==> config.mk <==
export PLATFORM = sky130hd
export DESIGN_NAME = param_delay_line_flat
export DESIGN_NICKNAME = d
export VERILOG_FILES = /design/src/rtl/param_delay_line_if.sv /design/src/rtl/param_delay_line.sv /design/src/flat_wrapper.sv
export SDC_FILE = /design/constraint.sdc
export NUM_CORES = 1
export LEC_CHECK = 0
export CAP_MARGIN = 40
export CORE_ASPECT_RATIO = 1.25
export CORE_MARGIN = 2
export CORE_UTILIZATION = 58
export CTS_CLUSTER_SIZE = 24
export DETAILED_ROUTE_END_ITERATION = 6
export HOLD_SLACK_MARGIN = 0.03
export PLACE_DENSITY = 0.79
export SYNTH_ARGS = -nofsm -noshare
export SYNTH_HDL_FRONTEND = slang
export SYNTH_SLANG_ARGS = --single-unit
export TNS_END_PERCENT = 20
==> constraint.sdc <==
create_clock -name clk -period 3.1 [get_ports clk]
set_input_delay 0.62 -clock clk [delete_from_list [all_inputs] [get_ports clk]]
set_output_delay 0.62 -clock clk [all_outputs]
set_load 0.005 [all_outputs]
==> src/rtl/param_delay_line_if.sv <==
`default_nettype none
// ============================================================================
// Module      : param_delay_line_if
// Description : Data, valid and delay-select bundle for param_delay_line.
// Revision    : 1.0
// ============================================================================
interface param_delay_line_if #(
    parameter int WIDTH     = 8,
    parameter int MAX_DELAY = 8,
    parameter int DW        = $clog2(MAX_DELAY)
);
    logic             ce;
    logic [WIDTH-1:0] d;
    logic             dv;
    logic [DW-1:0]    dly;
    logic [WIDTH-1:0] q;
    logic             qv;
    logic             busy;
    logic [DW-1:0]    dly_cur;

    modport master (
        output ce, d, dv, dly,
        input  q, qv, busy, dly_cur
    );

    modport slave (
        input  ce, d, dv, dly,
        output q, qv, busy, dly_cur
    );
endinterface
`default_nettype wire

==> src/rtl/param_delay_line.sv <==
`default_nettype none
// ============================================================================
// Module      : param_delay_line
// Description : Variable-latency pipeline (latency = dly_cur+1) with safe
//               delay switching; PARAM_DELAY_LINE_FLUSH_EN adds a flush input.
// Revision    : 1.0
// ============================================================================
module param_delay_line #(
    parameter int WIDTH     = 8,
    parameter int MAX_DELAY = 8
) (
    input  wire logic clk,
    input  wire logic rst,
`ifdef PARAM_DELAY_LINE_FLUSH_EN
    input  wire logic flush,
`endif
    param_delay_line_if.slave bus
);
    localparam int DW = $clog2(MAX_DELAY);
    localparam int CW = $clog2(MAX_DELAY + 1);
    localparam logic [DW-1:0]        C_DLY_MAX = DW'(MAX_DELAY - 1);
    localparam logic [CW-1:0]        C_CNT_ONE = CW'(1);
    localparam logic [MAX_DELAY-1:0] C_ONES    = '1;

    typedef enum logic [0:0] {
        ST_RUN  = 1'b0,
        ST_PEND = 1'b1
    } state_t;

    logic [WIDTH-1:0]     r_data [MAX_DELAY];
    logic [MAX_DELAY-1:0] r_valid;
    logic [CW-1:0]        r_cnt;
    logic [DW-1:0]        r_dly_cur;
    state_t               r_state;

    logic [DW-1:0]        w_dly_clamp;
    logic [MAX_DELAY-1:0] w_keep;
    logic                 w_leave;
    logic [CW-1:0]        w_cnt_nxt;
    logic                 w_flush;

`ifdef PARAM_DELAY_LINE_FLUSH_EN
    assign w_flush = flush;
`else
    assign w_flush = 1'b0;
`endif

    generate
        if (MAX_DELAY == (1 << DW)) begin : g_no_clamp
            assign w_dly_clamp = bus.dly;
        end else begin : g_clamp
            assign w_dly_clamp = (bus.dly > C_DLY_MAX) ? C_DLY_MAX : bus.dly;
        end
    endgenerate

    // A valid bit only advances while below the output tap; the one leaving the
    // tap is retired, so stages beyond dly_cur never hold a replayable sample.
    assign w_keep  = ~(C_ONES << r_dly_cur);
    assign w_leave = r_valid[r_dly_cur];

    always_comb begin
        w_cnt_nxt = r_cnt;
        if (bus.dv && !w_leave) begin
            w_cnt_nxt = r_cnt + C_CNT_ONE;
        end else if (!bus.dv && w_leave) begin
            w_cnt_nxt = r_cnt - C_CNT_ONE;
        end
    end

    always_ff @(posedge clk or posedge rst) begin
        if (rst) begin
            for (int k = 0; k < MAX_DELAY; k++) begin
                r_data[k] <= '0;
            end
            r_valid <= '0;
        end else begin
            if (bus.ce) begin
                r_data[0] <= bus.d;
                for (int k = 1; k < MAX_DELAY; k++) begin
                    r_data[k] <= r_data[k-1];
                end
            end
            if (w_flush) begin
                r_valid <= '0;
            end else if (bus.ce) begin
                r_valid <= {r_valid[MAX_DELAY-2:0] & w_keep[MAX_DELAY-2:0], bus.dv};
            end
        end
    end

    // Delay changes wait until nothing is in flight so no sample is lost or replayed.
    always_ff @(posedge clk or posedge rst) begin
        if (rst) begin
            r_cnt     <= '0;
            r_dly_cur <= '0;
            r_state   <= ST_RUN;
        end else if (w_flush) begin
            r_cnt     <= '0;
            r_dly_cur <= w_dly_clamp;
            r_state   <= ST_RUN;
        end else if (bus.ce) begin
            r_cnt <= w_cnt_nxt;
            case (r_state)
                ST_RUN: begin
                    if (w_dly_clamp != r_dly_cur) begin
                        if (r_cnt == '0) begin
                            r_dly_cur <= w_dly_clamp;
                        end else begin
                            r_state <= ST_PEND;
                        end
                    end
                end
                ST_PEND: begin
                    if (w_cnt_nxt == '0) begin
                        r_dly_cur <= w_dly_clamp;
                        r_state   <= ST_RUN;
                    end
                end
                default: r_state <= ST_RUN;
            endcase
        end
    end

    assign bus.q       = r_data[r_dly_cur];
    assign bus.qv      = r_valid[r_dly_cur];
    assign bus.busy    = (r_cnt != '0);
    assign bus.dly_cur = r_dly_cur;

endmodule
`default_nettype wire

==> src/flat_wrapper.sv <==
// flat-port wrapper written by rule: the top's interface ports become plain ports
module param_delay_line_flat 
#(
    parameter int WIDTH     = 8,
    parameter int MAX_DELAY = 8
)
  (clk, rst, bus_ce, bus_d, bus_dv, bus_dly, bus_q, bus_qv, bus_busy, bus_dly_cur);
  param_delay_line_if #(.WIDTH(WIDTH), .MAX_DELAY(MAX_DELAY)) bus_i ();
  input  wire logic clk;
  input  wire logic rst;
  input wire logic [$bits(bus_i.ce)-1:0] bus_ce;
  input wire logic [$bits(bus_i.d)-1:0] bus_d;
  input wire logic [$bits(bus_i.dv)-1:0] bus_dv;
  input wire logic [$bits(bus_i.dly)-1:0] bus_dly;
  output wire logic [$bits(bus_i.q)-1:0] bus_q;
  output wire logic [$bits(bus_i.qv)-1:0] bus_qv;
  output wire logic [$bits(bus_i.busy)-1:0] bus_busy;
  output wire logic [$bits(bus_i.dly_cur)-1:0] bus_dly_cur;
  assign bus_i.ce = bus_ce;
  assign bus_i.d = bus_d;
  assign bus_i.dv = bus_dv;
  assign bus_i.dly = bus_dly;
  assign bus_q = bus_i.q;
  assign bus_qv = bus_i.qv;
  assign bus_busy = bus_i.busy;
  assign bus_dly_cur = bus_i.dly_cur;
  param_delay_line #(.WIDTH(WIDTH), .MAX_DELAY(MAX_DELAY)) u_core (.clk(clk), .rst(rst), .bus(bus_i));
endmodule
==> results.py <==
metrics = {
    "status": {
        "status": "completed",
    },
    "place": {
        "portBuffers": 27,
        "gp_congestion": 0.7850,
        "dpl.hpwl_um": 4226,
        "postPlaceCellArea_mm2": 0.004304,
        "dp_cells": 386,
        "place_ws_ps": 531.9,
    },
    "setup_path": {
        "worstPathArrival_ps": 2310,
        "crit_buf_inv": 3,
        "critPathKind": "flip-flop to output port",
        "slowest_stage": "dfrtp_1",
        "path_cells": "buf_12 > nor2_1 > a22oi_2 > nand3_4 > clkinv_4 > clkdlybuf4s50_1",
        "endpoint": "bus_qv",
        "worst-path-stages": 6,
        "timing.rr.start": "u_core.bus.dly_cur[1]",
        "cp.required_ps": 2480,
        "crit_start": "u_core.bus.dly_cur[1]",
        "start_kind": "flip-flop",
        "worstReg2RegEnd": "u_core.bus.dly_cur[1]",
        "r2r_slack_ps": 780,
        "cpPeakStageDelay_ps": 650,
        "cp-end-kind": "output port",
        "cp_max_fo": 19,
        "path_delay_family": "buffers and inverters",
        "r2r_cells": 8,
    },
    "yosys": {
        "syn_inst": 285,
        "synth.yosys.warnings": 0,
        "ys.flop_type": "dfrtp_1",
        "synth_area_leaders": "dfrtp_1 51%, mux2_2 21%, mux4_2 9.2%, xnor2_1 1.6%, nand2_1 1.4%",
        "synth.most_common_cell": "dfrtp_1",
        "synth.net_count": 302,
        "synth_top_area_share": 0.5099,
        "yosys.cell_types.count": 43,
        "synth-seq-area-share": 0.5099,
        "synth_top_cell_by_area": "dfrtp_1",
        "syn_area_mm2": 0.003926,
        "synthArstFlopShare": 1.000,
        "ys_seq_elements": 80,
        "synth_commonest_cells": "80 x dfrtp_1, 73 x mux2_2, 16 x mux4_2, 15 x nand2_1, 13 x clkbuf_1",
        "synth-edff-count": 0,
        "synth_area_per_cell_um2": 13.78,
    },
    "power_and_ir_drop": {
        "p_leak_nw": 1.842,
        "power.total_mw": 4.074,
        "ir_drop_mv": 0.4879,
        "p_per_area_mw_per_mm2": 902.6,
    },
    "sta": {
        "timing.final.ws_setup_ps": 170.1,
        "grt_setup_unrepaired": "false",
        "slew_headroom": 0.5799,
        "period_minus_slack_ps": 2930,
        "layout_worst_path_cycle_share": 0.9451,
        "tns_ps": 0,
        "slew_violations": 0,
        "hold_violations": 0,
        "tightest_slew_ps": 630.2,
        "finClkSkew_ps": 11.43,
        "clock.fmax_mhz": 341.3,
        "final-setup-viol-count": 0,
    },
    "detailed_routing": {
        "vias_per_cell": 5.873,
        "dr.pass1.iters": 4,
        "vias": 2355,
        "first_iter_violations": 100,
        "wl_per_cell_um": 16.25,
        "antenna_left": 0,
        "remaining_drc_errors": 0,
        "finalWirelength_um": 6515,
    },
    "die": {
        "boundaryPins": 28,
        "start_util": 0.5981,
        "rows": 33,
        "die_x_um": 77.59,
        "core_mm2": 0.006565,
        "die_area_mm2": 0.007448,
        "die_h_um": 95.99,
    },
    "finish": {
        "drive_gt1_frac": 0.3758,
        "nNetsFinal": 327,
        "instances_no_fill": 401,
        "fin_area_mm2": 0.004513,
        "diodes": 0,
        "area_growth_pct": 14.95,
    },
    "global_routing": {
        "grt_first_pass_wirelength_um": 11310,
        "antenna_found_initial": 0,
        "grtUsageTotal": 0.1995,
        "grt-ovfl-total": 0,
        "grt_max_degree": 81,
        "grt_pass1_vias": 2387,
    },
    "hold_path": {
        "min_path_type": "flip-flop to flip-flop",
    },
    "clock_network": {
        "cts_setup_buffers": 0,
        "cts_buffers": 9,
        "clock_sinks": 80,
        "cts.repair.resized": 0,
        "clkLatencyLatePin_ps": 350,
        "clk_pin_slew_worst_paths_ps": 80,
        "cts_hold_buf": 0,
        "root_buffer": "clkbuf_8",
        "cts_tree": "done",
        "cts_buffer_depth": 2,
        "htreeDepth": 3,
    },
    "job": {
        "drv_cap": 0,
    },
}
[layer usage]
layer | wire length, um | global-route usage | share of wire
met1 | 2973 | 0.2469 | 0.46
met2 | 3186 | 0.3305 | 0.49
met3 | 207 | 0.04409 | 0.032
met4 | 148 | 0.1071 | 0.023
met5 | 0 | 0 | 0
[power by group]
| part | switching [mW] | leakage [nW] | internal (mW) |
|---|---|---|---|
| Combinational | 0.620 | 0.780 | 1.02 |
| Clock | 0.363 | 0.103 | 0.451 |
| Sequential | 0.289 | 0.959 | 1.33 |
| Total | 1.27 | 1.84 | 2.80 |
[worst register-to-register path, cell delays in order, from the launching register on]
cell and delay (ps):
dfrtp_1 650, buf_12 230, nor2_1 90, a22oi_2 230
nand3_4 170, clkinv_4 100, mux2i_2 310, o2111a_1 310
o311ai_2 110
[area by class of cell]
cell class | instances | area (um^2)
sequential | 80 | 2002
timing repair buffer | 34 | 355.3
inverter | 10 | 42.54
multi-input combinational | 175 | 1795
clock buffer | 10 | 127.6
tap | 87 | 108.9
fill | 458 | 2052
clock inverter | 5 | 81.33
[cell families after synthesis]
logic type | count (synthesis) | share of synthesized area
mux | 95 | 0.3174
flops | 80 | 0.5099
simple gates | 39 | 0.05322
compound gates | 31 | 0.06247
buf+inv | 30 | 0.03282
xor+xnor | 8 | 0.01785
fa+ha+maj | 2 | 0.006372
[through the flow]
step,hold WS (ps),util
final,507.0,0.6874
after global routing,521.2,0.6874
after CTS,508.1,0.6874
after detailed placement,492.0,0.6556
after global placement,469.3,0.6556
after floorplan,453.4,-
[worst min path at each step]
stage                                 start                end  slack (ps)  depth (start not counted)
after detailed placement   u_core.r_data[5]   u_core.r_data[5]         490                          1
after floorplan           u_core.r_valid[7]  u_core.r_valid[7]         450                          2
after global placement    u_core.r_valid[7]  u_core.r_valid[7]         470                          2
after CTS                  u_core.r_data[6]   u_core.r_data[6]         510                          1
after global routing       u_core.r_data[6]   u_core.r_data[6]         520                          1
final                      u_core.r_data[6]   u_core.r_data[6]         510                          1
[flip-flops by register name, indices dropped and copies added (netlist names)]
register            flops
u_core.r_state          1
u_core.bus.dly_cur      3
u_core.r_valid          8
u_core.r_cnt            4
u_core.r_data          64
[cells in the final DEF, fill, tap and decap left out, types with 3 or more instances in the layout]
master,instances
xnor2_1,7
nand2_1,15
mux2_2,73
clkbuf_8,9
o2111ai_1,3
nand4_1,3
nor2_1,5
buf_12,3
o21ai_0,6
inv_1,8
mux2i_1,5
clkdlybuf4s50_1,26
mux4_2,16
buf_4,4
dfrtp_1,80
o211ai_1,6
and3_1,5
Power figures use the tool's default switching activity.
